File: src/rtl/memory_stage_if.sv
// Bundle of the execute-side, data-RAM and writeback signals of the memory stage.
// The slave modport is the stage's view. The master modport is the view of the surrounding pipeline and RAM.
interface memory_stage_if;
  logic        exe_valid;
  logic        exe_ready;
  logic        exe_wen;
  logic [4:0]  exe_regsrc;
  logic [31:0] exe_alu_result;
  logic        exe_is_load;
  logic        exe_is_store;
  logic [2:0]  exe_ld_type;
  logic [1:0]  exe_st_type;
  logic [31:0] exe_st_data;

  logic        dram_req;
  logic [3:0]  dram_we;
  logic [31:0] dram_addr;
  logic [31:0] dram_wdata;
  logic        dram_ack;
  logic [31:0] dram_rdata;

  logic        mem_valid;
  logic        mem_wen;
  logic [4:0]  mem_regsrc;
  logic [31:0] mem_result;
  logic        mem_exc;

  modport slave (
    input  exe_valid, exe_wen, exe_regsrc, exe_alu_result, exe_is_load,
           exe_is_store, exe_ld_type, exe_st_type, exe_st_data,
           dram_ack, dram_rdata,
    output exe_ready, dram_req, dram_we, dram_addr, dram_wdata,
           mem_valid, mem_wen, mem_regsrc, mem_result, mem_exc
  );

  modport master (
    output exe_valid, exe_wen, exe_regsrc, exe_alu_result, exe_is_load,
           exe_is_store, exe_ld_type, exe_st_type, exe_st_data,
           dram_ack, dram_rdata,
    input  exe_ready, dram_req, dram_we, dram_addr, dram_wdata,
           mem_valid, mem_wen, mem_regsrc, mem_result, mem_exc
  );
endinterface

File: src/rtl/memory_stage.sv
// Memory stage of the 5-stage CPU: registers the execute result and runs data-RAM loads and stores over req/ack.
// It also aligns and extends load data into one merged writeback result.
module memory_stage (
  input  logic           clk,
  input  logic           reset,
  memory_stage_if.slave  bus
);
  typedef enum logic {IDLE, ACCESS} state_t;

  localparam logic [2:0] LD_LB  = 3'b001;
  localparam logic [2:0] LD_LBU = 3'b010;
  localparam logic [2:0] LD_LH  = 3'b011;
  localparam logic [2:0] LD_LHU = 3'b100;
  localparam logic [1:0] ST_SB  = 2'b01;
  localparam logic [1:0] ST_SH  = 2'b10;

  state_t      r_state;
  logic [31:0] r_addr;
  logic        r_is_load;
  logic [2:0]  r_ld_type;
  logic [4:0]  r_regsrc;
  logic        r_wen;
  logic        r_dram_req;
  logic [3:0]  r_dram_we;
  logic [31:0] r_dram_wdata;
  logic        r_mem_valid;
  logic        r_mem_wen;
  logic        r_mem_exc;
  logic [4:0]  r_mem_regsrc;
  logic [31:0] r_mem_result;

  logic        w_accept;
  logic        w_is_mem;
  logic        w_misaligned;
  logic [3:0]  w_st_we;
  logic [31:0] w_st_wdata;
  logic [7:0]  w_byte;
  logic [15:0] w_half;
  logic [31:0] w_load_data;

  assign w_accept = bus.exe_valid && (r_state == IDLE);
  assign w_is_mem = bus.exe_is_load || bus.exe_is_store;

  // A set exe_is_load wins over exe_is_store. Unused load codes check alignment as lw.
  // NOTE: every signal driven in always_comb gets a default first, so no path can leave it unassigned and infer a latch.
  always_comb begin
    w_misaligned = 1'b0;
    if (bus.exe_is_load) begin
      case (bus.exe_ld_type)
        LD_LB, LD_LBU: w_misaligned = 1'b0;
        LD_LH, LD_LHU: w_misaligned = bus.exe_alu_result[0];
        default:       w_misaligned = |bus.exe_alu_result[1:0];
      endcase
    end else if (bus.exe_is_store) begin
      case (bus.exe_st_type)
        ST_SB:   w_misaligned = 1'b0;
        ST_SH:   w_misaligned = bus.exe_alu_result[0];
        default: w_misaligned = |bus.exe_alu_result[1:0];
      endcase
    end
  end

  always_comb begin
    w_st_we    = 4'b1111;
    w_st_wdata = bus.exe_st_data;
    case (bus.exe_st_type)
      ST_SB: begin
        w_st_we    = 4'b0001 << bus.exe_alu_result[1:0];
        w_st_wdata = {4{bus.exe_st_data[7:0]}};
      end
      ST_SH: begin
        w_st_we    = bus.exe_alu_result[1] ? 4'b1100 : 4'b0011;
        w_st_wdata = {2{bus.exe_st_data[15:0]}};
      end
      default: ;
    endcase
  end

  assign w_byte = bus.dram_rdata[{r_addr[1:0], 3'b000} +: 8];
  assign w_half = r_addr[1] ? bus.dram_rdata[31:16] : bus.dram_rdata[15:0];

  always_comb begin
    w_load_data = bus.dram_rdata;
    case (r_ld_type)
      LD_LB:   w_load_data = {{24{w_byte[7]}}, w_byte};
      LD_LBU:  w_load_data = {24'b0, w_byte};
      LD_LH:   w_load_data = {{16{w_half[15]}}, w_half};
      LD_LHU:  w_load_data = {16'b0, w_half};
      default: ;
    endcase
  end

  // NOTE: sequential state uses non-blocking assignments so every register samples pre-edge values regardless of statement order.
  // NOTE: the latched instruction fields are not reset. They are only read in ACCESS, which is always entered through an accept that loads them.
  always_ff @(posedge clk) begin
    if (reset) begin
      r_state      <= IDLE;
      r_dram_req   <= 1'b0;
      r_dram_we    <= 4'b0;
      r_mem_valid  <= 1'b0;
      r_mem_wen    <= 1'b0;
      r_mem_exc    <= 1'b0;
      r_mem_regsrc <= 5'b0;
      r_mem_result <= 32'b0;
    end else begin
      r_mem_valid <= 1'b0;
      r_mem_wen   <= 1'b0;
      r_mem_exc   <= 1'b0;
      case (r_state)
        IDLE: begin
          if (w_accept) begin
            if (!w_is_mem) begin
              r_mem_valid  <= 1'b1;
              r_mem_wen    <= bus.exe_wen;
              r_mem_regsrc <= bus.exe_regsrc;
              r_mem_result <= bus.exe_alu_result;
            end else if (w_misaligned) begin
              r_mem_valid  <= 1'b1;
              r_mem_exc    <= 1'b1;
              r_mem_regsrc <= bus.exe_regsrc;
              r_mem_result <= bus.exe_alu_result;
            end else begin
              r_addr       <= bus.exe_alu_result;
              r_is_load    <= bus.exe_is_load;
              r_ld_type    <= bus.exe_ld_type;
              r_regsrc     <= bus.exe_regsrc;
              r_wen        <= bus.exe_wen;
              r_dram_req   <= 1'b1;
              r_dram_we    <= bus.exe_is_load ? 4'b0000 : w_st_we;
              r_dram_wdata <= w_st_wdata;
              r_state      <= ACCESS;
            end
          end
        end
        ACCESS: begin
          if (bus.dram_ack) begin
            r_dram_req   <= 1'b0;
            r_dram_we    <= 4'b0;
            r_mem_valid  <= 1'b1;
            r_mem_wen    <= r_is_load && r_wen;
            r_mem_regsrc <= r_regsrc;
            r_mem_result <= r_is_load ? w_load_data : r_addr;
            r_state      <= IDLE;
          end
        end
      endcase
    end
  end

  assign bus.exe_ready  = (r_state == IDLE);
  assign bus.dram_req   = r_dram_req;
  assign bus.dram_we    = r_dram_we;
  assign bus.dram_addr  = {r_addr[31:2], 2'b00};
  assign bus.dram_wdata = r_dram_wdata;
  assign bus.mem_valid  = r_mem_valid;
  assign bus.mem_wen    = r_mem_wen;
  assign bus.mem_exc    = r_mem_exc;
  assign bus.mem_regsrc = r_mem_regsrc;
  assign bus.mem_result = r_mem_result;
endmodule

File: src/flat_wrapper.sv
// flat-port wrapper written by rule: the top's interface ports become plain ports
module memory_stage_flat 
  (clk, reset, bus_exe_valid, bus_exe_wen, bus_exe_regsrc, bus_exe_alu_result, bus_exe_is_load, bus_exe_is_store, bus_exe_ld_type, bus_exe_st_type, bus_exe_st_data, bus_dram_ack, bus_dram_rdata, bus_exe_ready, bus_dram_req, bus_dram_we, bus_dram_addr, bus_dram_wdata, bus_mem_valid, bus_mem_wen, bus_mem_regsrc, bus_mem_result, bus_mem_exc);
  memory_stage_if bus_i ();
  input  logic clk;
  input  logic reset;
  input wire logic [$bits(bus_i.exe_valid)-1:0] bus_exe_valid;
  input wire logic [$bits(bus_i.exe_wen)-1:0] bus_exe_wen;
  input wire logic [$bits(bus_i.exe_regsrc)-1:0] bus_exe_regsrc;
  input wire logic [$bits(bus_i.exe_alu_result)-1:0] bus_exe_alu_result;
  input wire logic [$bits(bus_i.exe_is_load)-1:0] bus_exe_is_load;
  input wire logic [$bits(bus_i.exe_is_store)-1:0] bus_exe_is_store;
  input wire logic [$bits(bus_i.exe_ld_type)-1:0] bus_exe_ld_type;
  input wire logic [$bits(bus_i.exe_st_type)-1:0] bus_exe_st_type;
  input wire logic [$bits(bus_i.exe_st_data)-1:0] bus_exe_st_data;
  input wire logic [$bits(bus_i.dram_ack)-1:0] bus_dram_ack;
  input wire logic [$bits(bus_i.dram_rdata)-1:0] bus_dram_rdata;
  output wire logic [$bits(bus_i.exe_ready)-1:0] bus_exe_ready;
  output wire logic [$bits(bus_i.dram_req)-1:0] bus_dram_req;
  output wire logic [$bits(bus_i.dram_we)-1:0] bus_dram_we;
  output wire logic [$bits(bus_i.dram_addr)-1:0] bus_dram_addr;
  output wire logic [$bits(bus_i.dram_wdata)-1:0] bus_dram_wdata;
  output wire logic [$bits(bus_i.mem_valid)-1:0] bus_mem_valid;
  output wire logic [$bits(bus_i.mem_wen)-1:0] bus_mem_wen;
  output wire logic [$bits(bus_i.mem_regsrc)-1:0] bus_mem_regsrc;
  output wire logic [$bits(bus_i.mem_result)-1:0] bus_mem_result;
  output wire logic [$bits(bus_i.mem_exc)-1:0] bus_mem_exc;
  assign bus_i.exe_valid = bus_exe_valid;
  assign bus_i.exe_wen = bus_exe_wen;
  assign bus_i.exe_regsrc = bus_exe_regsrc;
  assign bus_i.exe_alu_result = bus_exe_alu_result;
  assign bus_i.exe_is_load = bus_exe_is_load;
  assign bus_i.exe_is_store = bus_exe_is_store;
  assign bus_i.exe_ld_type = bus_exe_ld_type;
  assign bus_i.exe_st_type = bus_exe_st_type;
  assign bus_i.exe_st_data = bus_exe_st_data;
  assign bus_i.dram_ack = bus_dram_ack;
  assign bus_i.dram_rdata = bus_dram_rdata;
  assign bus_exe_ready = bus_i.exe_ready;
  assign bus_dram_req = bus_i.dram_req;
  assign bus_dram_we = bus_i.dram_we;
  assign bus_dram_addr = bus_i.dram_addr;
  assign bus_dram_wdata = bus_i.dram_wdata;
  assign bus_mem_valid = bus_i.mem_valid;
  assign bus_mem_wen = bus_i.mem_wen;
  assign bus_mem_regsrc = bus_i.mem_regsrc;
  assign bus_mem_result = bus_i.mem_result;
  assign bus_mem_exc = bus_i.mem_exc;
  memory_stage u_core (.clk(clk), .reset(reset), .bus(bus_i));
endmodule
File: config.mk
export PLATFORM = sky130hd
export DESIGN_NAME = memory_stage_flat
export DESIGN_NICKNAME = d
export VERILOG_FILES = /design/src/rtl/memory_stage_if.sv /design/src/rtl/memory_stage.sv /design/src/flat_wrapper.sv
export SDC_FILE = /design/constraint.sdc
export NUM_CORES = 1
export LEC_CHECK = 0
export BUFFER_PORTS_ARGS = -buffer_cell sky130_fd_sc_hd__buf_2
export CAP_MARGIN = 0
export CORE_MARGIN = 2
export CORE_UTILIZATION = 50
export CTS_CLUSTER_DIAMETER = 100
export DETAILED_ROUTE_END_ITERATION = 7
export PLACE_DENSITY = 0.84
export SLEW_MARGIN = 15
export SYNTH_ARGS = -nofsm -noshare
export SYNTH_HDL_FRONTEND = slang
export SYNTH_SLANG_ARGS = --single-unit
File: constraint.sdc
create_clock -name clk -period 5.8 [get_ports clk]
set_input_delay 0 -clock clk [delete_from_list [all_inputs] [get_ports clk]]
set_output_delay 0 -clock clk [all_outputs]
set_load 0.01 [all_outputs]
Yosys cells after proc, flatten, opt, wreduce, memory -nomap -nowiden
Index checks and enable logic that the tools add are counted.

word-level totals
  flip-flop bits (word level) = 120
  input bits = 113
  output and inout port bits = 110
  word-level logic and storage cells = 91

cells by class
  equality and inequality tests = 15
  shifts and indexed selects = 2
  multiplexer cells = 45
  bitwise logic cells = 5
  reductions and logical operators = 10

operators by type and width
  operator             number
  $mux 32              5
  $pmux 32 s2          2
  $pmux 32 s4          1
  $shiftx 32x6->8      1
  $mux 4               6
  $mux 5               4
  $mux 1               17
  $mux 16              1
  $pmux 4 s2           2
  $eq 3x2->1 const B   4
  $pmux 1 s2           6
  $pmux 5 s2           1
  $eq 3x1->1 const B   2
  $eq 3x3->1 const B   2
  $reduce_or 2->1      3
  $not 1->1            5
  $reduce_and 5->1     1
  $ne 2x1->1 const B   2
  $ne 2x2->1 const B   2
  $reduce_and 4->1     1
  $reduce_or 4->1      1
  $shl 1x2->4 const A  1
  $ne 3x3->1 const B   1
  $reduce_and 3->1     1
  other kinds (4)      5

Longest topological paths before layout
Gate-level depths: netlist of the first run.

  depth in word-level cells = 8
  gate-level depth with buffers = 9
  mapped depth without buffers = 7

Least setup slack after synthesis of the first run
OpenSTA, ideal clock, no wires.

  kind = input to register
  start point = input port bus_exe_st_type[0]
  end point = register u_core.r_dram_wdata[0] (netlist: u_core.bus.dram_wdata[0]) (enable)
  setup time = 0.506 ns
  arrival = 4.073 ns
  required time = 5.294 ns
  slack = 1.220 ns
  cell stages on the path = 7
  path buffers = 0
  cells stage by stage = inv_1 -> ha_1 -> a211oi_2 -> o21a_1 -> a21oi_1 -> a21o_1 -> nor2_1

on the way
  longest elaborated chain between the ends = 6
  elaborated cells between the ends (all ways) = 7
  classes of those cells = eq/ne: 2; mux: 3; bitwise: 1; reduce/logical: 1

RTL lines
  item                                             RTL line             text
  from (decl)                                      flat_wrapper.sv:14   input wire logic [$bits(bus_i.exe_st_type)-1:0] bus_exe_st_type;
  $eq 2x2->1 / $eq 2x1->1 (equally long branches)  memory_stage.sv:55   case (bus.exe_st_type)
  $pmux 1 s2 *                                     memory_stage.sv:55
  $mux 1 *                                         memory_stage.sv:54   end else if (bus.exe_is_store) begin
  $mux 1 *                                         memory_stage.sv:48   if (bus.exe_is_load) begin
  $not 1->1 (no line) *                            -
  $reduce_and 5->1 (no line) *                     -
  to (signal assigned)                             memory_stage.sv:130  r_dram_wdata <= w_st_wdata;
  to (decl)                                        memory_stage.sv:25   logic [31:0] r_dram_wdata;

Every way passes the cells marked *; elsewhere a longest branch is shown, timed or not.
A chain may end at the register's enable or synchronous reset.

Final worst setup path of the first run
  start point = input port bus_exe_st_type[0]
  end point = register u_core.r_dram_wdata[4] (netlist: u_core.bus.dram_wdata[4]) (enable)

Same word-level chain as after synthesis.

==> results of run 1 <==
==> synth_stat cells, drive strengths merged, types with 10 or more instances <==
cell type	number
buf	49
nor2	57
a211oi	34
edfxtp	74
o21ai	58
a31oi	24
nand3	10
clkbuf	34
dfxtp	46
mux2i	13
nor3	24
nand2	47
a21oi	28
==> kinds of logic (layout without fill, tap and decap cells) <==
logic type | after synthesis | count (layout) | synth area share [%]
adders and majority gates | 2 | 2 | 0.4087
other | 1 | 2 | 0.06125
and+or+nand+nor | 173 | 173 | 13.12
muxes | 21 | 21 | 3.965
DFF | 120 | 120 | 51.34
xor gates and xnor gates | 2 | 2 | 0.2862
AOI/OAI and AO/OA | 207 | 207 | 22.73
buffers and inverters | 91 | 350 | 8.093
==> where the power goes <==
group,internal (uW),switching [uW],total [uW]
clock network,660,377,1040
registers,967,27.9,995
logic,176,238,414
total,1800,643,2450
==> stage by stage <==
stage | hold WS [ns] | utilization [%] | std cells | setup WS [ns] | instance area, sq um
3_3_place_gp | 0.1926 | 58.61 | 909 | 2.309 | 7010
2_1_floorplan | 0.09887 | - | 618 | 1.220 | 6126
4_1_cts | 0.06979 | 70.33 | 1023 | 2.651 | 8413
3_5_place_dp | 0.1937 | 58.61 | 909 | 2.195 | 7010
6_report | 0.08842 | 70.56 | 1024 | 2.899 | 8441
5_1_grt | 0.1037 | 70.56 | 1024 | 2.701 | 8441
==> layout by cell type (no fill, tap or decap), types with 3 or more instances in the layout <==
| master | count |
|---|---|
| clkbuf_16 | 19 |
| nor2b_1 | 6 |
| dfxtp_1 | 46 |
| nor3_1 | 23 |
| nor2_1 | 56 |
| a211oi_1 | 33 |
| a21oi_1 | 27 |
| nand2b_1 | 8 |
| o211ai_1 | 6 |
| nand2_1 | 47 |
| nor3b_1 | 5 |
| o21ai_0 | 57 |
| nand3b_1 | 4 |
| dlygate4sd3_1 | 82 |
| o2111ai_1 | 7 |
| mux2i_1 | 13 |
| mux2_2 | 6 |
| clkbuf_1 | 4 |
| a21o_1 | 3 |
| clkinv_2 | 5 |
| inv_1 | 6 |
| o22ai_1 | 3 |
| buf_2 | 220 |
| buf_4 | 7 |
| edfxtp_1 | 74 |
| a31oi_1 | 24 |
| a22o_1 | 8 |
| o21bai_1 | 4 |
| a2111oi_0 | 5 |
| nand3_1 | 10 |
| nand4_1 | 3 |
| a22oi_1 | 8 |
==> area by class of cell <==
type / count / area [sq um] / area share (%)
Clock buffer: 25 / 518.0 / 6.137
Timing Repair Buffer: 310 / 2002 / 23.72
Inverter: 8 / 30.03 / 0.3558
Clock inverter: 7 / 63.81 / 0.7560
Tap cell: 147 / 183.9 / 2.179
Multi-Input combinational cell: 407 / 2500 / 29.62
Sequential cell: 120 / 3143 / 37.24
==> registers in the layout, indices dropped and copies added, names as in the netlist <==
| name | flops |
|---|---|
| u_core.bus.mem_valid | 1 |
| u_core.r_is_load | 1 |
| u_core.r_state | 1 |
| u_core.bus.mem_exc | 1 |
| u_core.r_regsrc | 5 |
| u_core.bus.mem_result | 32 |
| u_core.bus.mem_wen | 1 |
| u_core.bus.dram_req | 1 |
| u_core.r_wen | 1 |
| u_core.r_addr | 32 |
| u_core.bus.dram_we | 4 |
| u_core.bus.dram_wdata | 32 |
| u_core.bus.mem_regsrc | 5 |
| u_core.r_ld_type | 3 |
==> worst max-delay path by stage <==
stage / endpoint / depth (start not counted)
after floorplan: u_core.bus.dram_wdata[0] / 7
after global placement: u_core.bus.dram_wdata[3] / 9
after detailed placement: u_core.bus.dram_wdata[1] / 9
after CTS: u_core.bus.dram_wdata[4] / 9
after global routing: u_core.bus.dram_wdata[4] / 10
final: u_core.bus.dram_wdata[4] / 10
==> worst max-delay path, stage by stage <==
cell	delay, ns
buf_2	0.09
inv_1	0.05
ha_1	0.71
a211oi_2	0.46
o21a_1	0.16
a21oi_1	0.05
a21o_1	0.27
nor2_4	0.50
buf_16	0.26
buf_4	0.42
==> per-layer routing <==
layer	routed length (microns)	share of wire (%)	vias up	track usage (%)
met5	0	0	-	0
met4	371	1.8	0	9.431
met3	2169	11	41	9.899
met2	10030	49	438	52.39
met1	7909	39	2800	37.87
li1	-	-	2784	-
==> flow_metrics.env, run 1 <==
export IMPL_startpoint="bus_exe_st_type[0]"
export IMPL_coreArea_sq_um=11960
export IMPL_wl_per_cell_microns=20.00
export IMPL_cp_max_fo=39
export IMPL_overflow=0
export IMPL_syn_to_final_growth_pct=37.87
export IMPL_gp_congestion=0.8916
export IMPL_vias=6063
export IMPL_ios=223
export IMPL_fmax_mhz=344.7
export IMPL_cts_num_sinks=120
export IMPL_cts_resized_gates=0
export IMPL_rsz0062_at_grt="false"
export IMPL_start_util_pct=51.18
export IMPL_antenna_found_initial=0
export IMPL_cts_hold_buf=82
export IMPL_period_share_pct=50.01
export IMPL_synth_top_area_cell="edfxtp_1"
export IMPL_synth_top_cell_area_share_pct=36.30
export IMPL_portBuffers=220
export IMPL_reg2reg_from="u_core.r_ld_type[1]"
export IMPL_post_cts_buffers=0
export IMPL_drt_total_wl_mm=20.48
export IMPL_start_kind="input port"
export IMPL_dr_pass1_iters=6
export IMPL_fin_skew_ns=0.005467
export IMPL_finalSetupTns_ns=0
export IMPL_min_path_type="input port to flop"
export IMPL_total_power_uw=2447
export IMPL_hold_end="u_core.bus.mem_result[6]"
export IMPL_reg2reg_depth=5
export IMPL_outcome="complete, no violations"
export IMPL_fillers=877
export IMPL_synth_seq_cells=120
export IMPL_dp_hpwl_mm=12.68
export IMPL_drt_iter0_drc=748
export IMPL_synth_edf_count=74
export IMPL_p_per_area_nw_per_um2=289.9
export IMPL_fp_row_count=40
export IMPL_grt_max_degree=52
export IMPL_hold_viol_final=0
export IMPL_clk_path_buf_depth=2
export IMPL_die_y_microns=114.7
export IMPL_cts_max_level=4
export IMPL_cp_end_kind="flop"
export IMPL_cts_buffers=17
export IMPL_cts_root_buffer="clkbuf_16"
export IMPL_yosysSeqAreaShare_pct=51.34
export IMPL_clk_pin_slew_ns=0.05
export IMPL_ir_drop_v=0.0002316
export IMPL_maxSlewHeadroom_pct=25.32
export IMPL_critical_path_class="input port to flop"
export IMPL_syn_avg_cell_area_sq_um=9.922
export IMPL_fin_nets=979
export IMPL_ant_nets=0
export IMPL_cts_tree="done"
export IMPL_synth_warnings=0
export IMPL_die_area_sq_um=13150
export IMPL_drv_slew=0
export IMPL_hold_depth=5
export IMPL_p_leak_uw=0.003467
export IMPL_netlist_top_cells_area="edfxtp_1 (36%), dfxtp_1 (15%), o21ai_0 (4.7%)"
export IMPL_grt_pass1_vias=5872
export IMPL_yosys_most_used_dff="edfxtp_1"
export IMPL_netlist_instances=617
export IMPL_r2r_end="u_core.bus.mem_result[4]"
export IMPL_worstPathArrival_ns=2.97
export IMPL_r2r_slack_ns=3.22
export IMPL_finalSetupViolations=0
export IMPL_die_x_microns=114.7
export IMPL_drive_above_1_share_pct=31.58
export IMPL_min_delay_start="bus_dram_rdata[6]"
export IMPL_antenna_cells=0
export IMPL_finalCriticalPeriod_ns=2.901
export IMPL_grt_usage_pct=31.00
export IMPL_drc=0
export IMPL_async_flop_share_pct=0
export IMPL_vias_per_cell=5.921
export IMPL_worst_pin_slew_ns=1.114
export IMPL_clock_latency_ns=0.42
export IMPL_maxCapViolCount=0
export IMPL_ys_types=60
export IMPL_grt_pass1_wl_mm=31.20
export IMPL_crit_required_ns=5.87
export IMPL_synth_cell_area_sq_um=6122
Power figures use the tool's default switching activity.
==> run 2: changes to the inputs <==
--- a/config.mk
+++ b/config.mk
@@ -8,10 +8,10 @@
 export BUFFER_PORTS_ARGS = -buffer_cell sky130_fd_sc_hd__buf_2
 export CAP_MARGIN = 0
 export CORE_MARGIN = 2
-export CORE_UTILIZATION = 50
+export CORE_UTILIZATION = 45
 export CTS_CLUSTER_DIAMETER = 100
 export DETAILED_ROUTE_END_ITERATION = 7
-export PLACE_DENSITY = 0.84
+export PLACE_DENSITY = 0.8
 export SLEW_MARGIN = 15
 export SYNTH_ARGS = -nofsm -noshare
 export SYNTH_HDL_FRONTEND = slang
==> constraint.sdc (replaced) <==
create_clock -name clk -period 2.6 [get_ports clk]
set_input_delay 0 -clock clk [delete_from_list [all_inputs] [get_ports clk]]
set_output_delay 0 -clock clk [all_outputs]
set_load 0.01 [all_outputs]
==> run 2 against run 1 <==
First-iteration DRC count is 20% lower. Clock skew grew 0.00099 ns. Clock-buffer cell count is 1 lower. Sequential cell count unchanged. Critical endpoint is now u_core.bus.mem_result[1].
==> flow_metrics.env, run 2 (same netlist as run 1, synthesis figures left out) <==
export IMPL_outcome="complete, no violations"
export IMPL_worstPathArrival_ns=2.54
export IMPL_cts_num_sinks=120
export IMPL_start_util_pct=46.23
export IMPL_dp_cells=947
export IMPL_maxCapViolCount=0
export IMPL_clock_latency_ns=0.41
export IMPL_finalSetupViolations=0
export IMPL_crit_required_ns=2.88
export IMPL_clk_path_buf_depth=2
export IMPL_overflow=0
export IMPL_fin_skew_ns=0.006459
export IMPL_finalCriticalPeriod_ns=2.269
export IMPL_instances_no_fill=1063
export IMPL_reg2reg_from="u_core.r_ld_type[0]"
export IMPL_cts_tree="done"
export IMPL_start_kind="flop"
export IMPL_gp_congestion=0.9353
export IMPL_wl_per_cell_microns=18.99
export IMPL_startpoint="u_core.r_ld_type[0]"
export IMPL_die_area_sq_um=14550
export IMPL_path_buf_inv=0
export IMPL_p_per_area_nw_per_um2=626.7
export IMPL_pre_cts_ws_ns=0.3958
export IMPL_maxSlewHeadroom_pct=56.45
export IMPL_dr_pass1_iters=5
export IMPL_grt_pass1_wl_mm=31.55
export IMPL_post_cts_buffers=0
export IMPL_grt_max_degree=43
export IMPL_antenna_found_initial=1
export IMPL_fp_row_count=42
export IMPL_hold_viol_final=0
export IMPL_vias=6099
export IMPL_fin_nets=988
export IMPL_coreArea_sq_um=13240
export IMPL_period_share_pct=87.28
export IMPL_syn_to_final_growth_pct=39.08
export IMPL_cp_max_fo=16
export IMPL_portBuffers=220
export IMPL_crit_path_cell_trace="o21ai_1 > nand2_1 > o2bb2ai_1 > a2111oi_0 > o41ai_1"
export IMPL_fmax_mhz=440.7
export IMPL_clk_pin_slew_ns=0.05
export IMPL_final_common_cell="buf_2"
export IMPL_p_leak_uw=0.003485
export IMPL_cp_end_kind="flop"
export IMPL_cpPeakStageDelay_ns=0.60
export IMPL_grt_pass1_vias=6042
export IMPL_min_delay_start="reset"
export IMPL_drt_total_wl_mm=20.19
export IMPL_ant_nets=0
export IMPL_die_x_microns=120.6
export IMPL_min_path_type="input port to flop"
export IMPL_cts_max_level=4
export IMPL_drc=0
export IMPL_finalSetupTns_ns=0
export IMPL_worst_pin_slew_ns=0.6532
export IMPL_slowest_stage="edfxtp_1"
export IMPL_cts_root_buffer="clkbuf_16"
export IMPL_grt_usage_pct=27.97
export IMPL_worst_slack_ns=0.3308
export IMPL_mostFrequentLayoutCells="buf_2 (220), dlygate4sd3_1 (83), edfxtp_1 (74)"
export IMPL_ios=223
export IMPL_cts_buffers=17
export IMPL_critical_path_class="flop to flop"
export IMPL_die_y_microns=120.6
export IMPL_rsz0062_at_grt="false"
export IMPL_dp_hpwl_mm=13.41
export IMPL_drt_iter0_drc=599
export IMPL_ir_drop_v=0.0003959
export IMPL_drive_above_1_share_pct=32.17
export IMPL_drv_slew=0
export IMPL_critPathTopFamily="compound AO/OA/AOI/OAI gates"
export IMPL_vias_per_cell=5.738
## run 2: cell types whose count changed in the layout (fill, tap and decap cells not counted)
cell           change
clkinvlp_4         +3
diode_2            +1
clkbuf_8           +1
buf_16             -1
clkinv_4           -1
clkinv_2           -1
clkbuf_16          -2
dlygate4sd3_1      +1
buf_12             +1
buf_4              +8
## run 2: area by class of cell
type                            instances  area (sq um)
Sequential cell                       120          3143
Antenna cell                            1         2.502
Clock inverter                          8         72.57
Tap cell                              176         220.2
Fill cell                            1074          4728
Multi-Input combinational cell        407          2500
Timing Repair Buffer                  319          2064
Inverter                                8         30.03
Clock buffer                           24         481.7
## run 2: what timing repair did
| action | CTS | global route |
|---|---|---|
| hold endpoints to repair | 114 | 0 |
| gates resized for setup | 0 | 0 |
| hold buffers | 83 | 0 |
## run 2: path summary, 6_finish.rpt
| path | end | slack, ns | cells past startpoint |
|---|---|---|---|
| worst min register to register | u_core.bus.dram_we[2] | 0.47 | 2 |
| worst min-delay path | u_core.bus.dram_req | 0.10 | 2 |
| worst max-delay path | u_core.bus.mem_result[1] | 0.33 | 5 |
| worst max register to register | u_core.bus.mem_result[1] | 0.33 | 5 |
## run 2: power breakdown
part	switching (uW)	internal, uW	total [uW]
sequential	66.5	2160	2230
combinational	526	399	925
clock	804	1380	2190
## run 2: worst register-to-register path: stages, from the launching register on
cell	delay, ns
edfxtp_1	0.60
o21ai_1	0.53
nand2_1	0.16
o2bb2ai_1	0.18
a2111oi_0	0.53
o41ai_1	0.14
## run 2: layer usage
layer / global-route usage [%] / vias up / share of wire [%]
met5: 0 / - / 0
met4: 13.59 / 0 / 3.4
met3: 9.623 / 55 / 12
met2: 44.95 / 434 / 46
met1: 33.50 / 2808 / 38
li1: - / 2802 / -
## run 2: per-stage QoR
stage / total power (uW) / instance area, sq um / hold WS [ns] / util [%]
after floorplan: 2726 / 6133 / 0.09887 / -
after global placement: 3043 / 7127 / 0.1934 / 53.82
after detailed placement: 3059 / 7127 / 0.1944 / 53.82
after CTS: 5333 / 8512 / 0.08373 / 64.28
after global routing: 5551 / 8512 / 0.1090 / 64.28
final: 5336 / 8514 / 0.1007 / 64.30
==> run 3: changes to the inputs <==
--- a/config.mk
+++ b/config.mk
@@ -7,10 +7,12 @@
 export LEC_CHECK = 0
 export BUFFER_PORTS_ARGS = -buffer_cell sky130_fd_sc_hd__buf_2
 export CAP_MARGIN = 0
+export CORE_ASPECT_RATIO = 0.6
 export CORE_MARGIN = 2
 export CORE_UTILIZATION = 45
 export CTS_CLUSTER_DIAMETER = 100
 export DETAILED_ROUTE_END_ITERATION = 7
+export GPL_TIMING_DRIVEN = 0
 export PLACE_DENSITY = 0.8
 export SLEW_MARGIN = 15
 export SYNTH_ARGS = -nofsm -noshare
==> run 3 against run 2 <==
Fmax down 8.4%. Register-to-register slack worse by 0.21 ns. Clock-buffer cell count down 5. Highest routed layer unchanged. Largest cell class unchanged. Die area up 0.21%. Worst hold slack worse by 0.065 ns. Non-clock buffer count up 67. Critical path type unchanged. Largest power group is now clock.
==> flow_metrics.env, run 3 (same netlist as run 1, synthesis figures left out) <==
export IMPL_outcome="complete, no violations"
export IMPL_antenna_found_initial=0
export IMPL_maxSlewHeadroom_pct=47.78
export IMPL_fp_row_count=32
export IMPL_period_share_pct=95.23
export IMPL_dr_pass1_iters=5
export IMPL_worst_pin_slew_ns=0.7833
export IMPL_finalSetupViolations=0
export IMPL_drc=0
export IMPL_rsz0062_at_grt="false"
export IMPL_cp_end_kind="flop"
export IMPL_cts_root_buffer="clkbuf_16"
export IMPL_fillers=974
export IMPL_mostFrequentLayoutCells="buf_2 (232), dlygate4sd3_1 (81), edfxtp_1 (74)"
export IMPL_cts_num_sinks=120
export IMPL_start_kind="flop"
export IMPL_drt_iter0_drc=699
export IMPL_cts_tree="done"
export IMPL_cp_max_fo=10
export IMPL_finalCriticalPeriod_ns=2.476
export IMPL_final_common_cell="buf_2"
export IMPL_fin_skew_ns=0.01222
export IMPL_ios=223
export IMPL_cts_max_level=4
export IMPL_drv_slew=0
export IMPL_die_area_sq_um=14580
export IMPL_coreArea_sq_um=13050
export IMPL_dp_cells=1010
export IMPL_drt_total_wl_mm=22.57
export IMPL_post_cts_buffers=0
export IMPL_grt_pass1_wl_mm=33.79
export IMPL_utilization_pct=68.06
export IMPL_start_util_pct=46.90
export IMPL_instances_no_fill=1126
export IMPL_placed_area_sq_um=7487
export IMPL_ir_drop_v=0.0004618
export IMPL_vias_per_cell=5.769
export IMPL_die_y_microns=94.35
export IMPL_die_x_microns=154.6
export IMPL_stdcell_area_sq_um=8884
export IMPL_ant_nets=0
export IMPL_dp_hpwl_mm=15.67
export IMPL_drive_above_1_share_pct=33.86
export IMPL_overflow=0
export IMPL_grt_max_degree=30
export IMPL_grt_pass1_vias=6110
export IMPL_clock_latency_ns=0.41
export IMPL_portBuffers=220
export IMPL_fmax_mhz=403.9
export IMPL_clk_pin_slew_ns=0.06
export IMPL_cts_buffers=17
export IMPL_gp_congestion=0.9742
export IMPL_wl_per_cell_microns=20.04
export IMPL_worstPathArrival_ns=2.76
export IMPL_p_leak_uw=0.003690
export IMPL_whs_ns=0.03573
export IMPL_clk_path_buf_depth=2
export IMPL_multi_input_comb_area_sq_um=2501
export IMPL_finalSetupTns_ns=0
export IMPL_maxCapViolCount=0
export IMPL_syn_to_final_growth_pct=45.11
export IMPL_hold_viol_final=0
export IMPL_critical_path_class="flop to flop"
export IMPL_grt_usage_pct=30.69
export IMPL_fin_nets=1056
export IMPL_min_path_type="input port to flop"
export IMPL_vias=6496
export IMPL_crit_required_ns=2.88
export IMPL_seqCellArea_sq_um=3143
export IMPL_p_per_area_nw_per_um2=620.3
run 3: cell types whose count changed in the layout (fill, tap and decap cells not counted), moves of 3 or more:
| cell | previous run | this run |
|---|---|---|
| buf_2 | 220 | 232 |
| buf_4 | 15 | 33 |
| clkbuf_1 | 4 | 33 |
| clkinv_4 | 0 | 4 |
| inv_6 | 0 | 3 |
run 3: what timing repair did:
action,CTS,global route
endpoints found under the hold margin,113,0
setup endpoints to repair,0,34
hold buffers,81,0
gates resized for setup,0,2
run 3: where the power goes:
group	total [uW]	internal [uW]	switching, uW
Combinational	1000	425	575
Sequential	2220	2160	59.9
Clock	2290	1370	919
run 3: final cells by class:
type,count,area share [%]
buffer,83,5.254
clock buffer,19,5.099
sequential,120,35.38
clock inverter,13,1.352
inverter,8,0.3380
multi-input combinational,408,28.15
tap,170,2.394
antenna,2,0.05634
timing repair buffer,303,21.97
run 3: layer usage:
layer,GRT usage (%),vias up,part of all wire [%]
met5,0,-,0
met4,10.34,0,2.1
met3,11.56,51,12
met2,43.53,442,42
met1,43.18,3065,44
li1,-,2938,-
run 3: path summary, 6_finish.rpt:
path / from / slack [ns] / cells after the start / endpoint
max: u_core.r_addr[1] / 0.12 / 6 / u_core.bus.mem_result[13]
min: reset / 0.04 / 4 / u_core.bus.dram_we[3]
max reg2reg: u_core.r_addr[1] / 0.12 / 6 / u_core.bus.mem_result[13]
min reg2reg: u_core.bus.dram_we[3] / 0.46 / 2 / u_core.bus.dram_we[3]
run 3: metrics by stage:
step / total power (uW) / setup WS [ns]
after global placement: 3090 / -0.6460
after detailed placement: 3115 / 0.1595
after CTS: 5474 / 0.08688
final: 5511 / 0.1240
after floorplan: 2726 / 0.08967
after global routing: 5704 / 0.02308
run 3: critical path, stage by stage, from the launching register on:
cell	delay, ns
edfxtp_1	0.35
buf_6	0.16
mux4_2	0.59
o311ai_2	0.53
a2111oi_0	0.16
a211oi_1	0.46
nor3_1	0.11
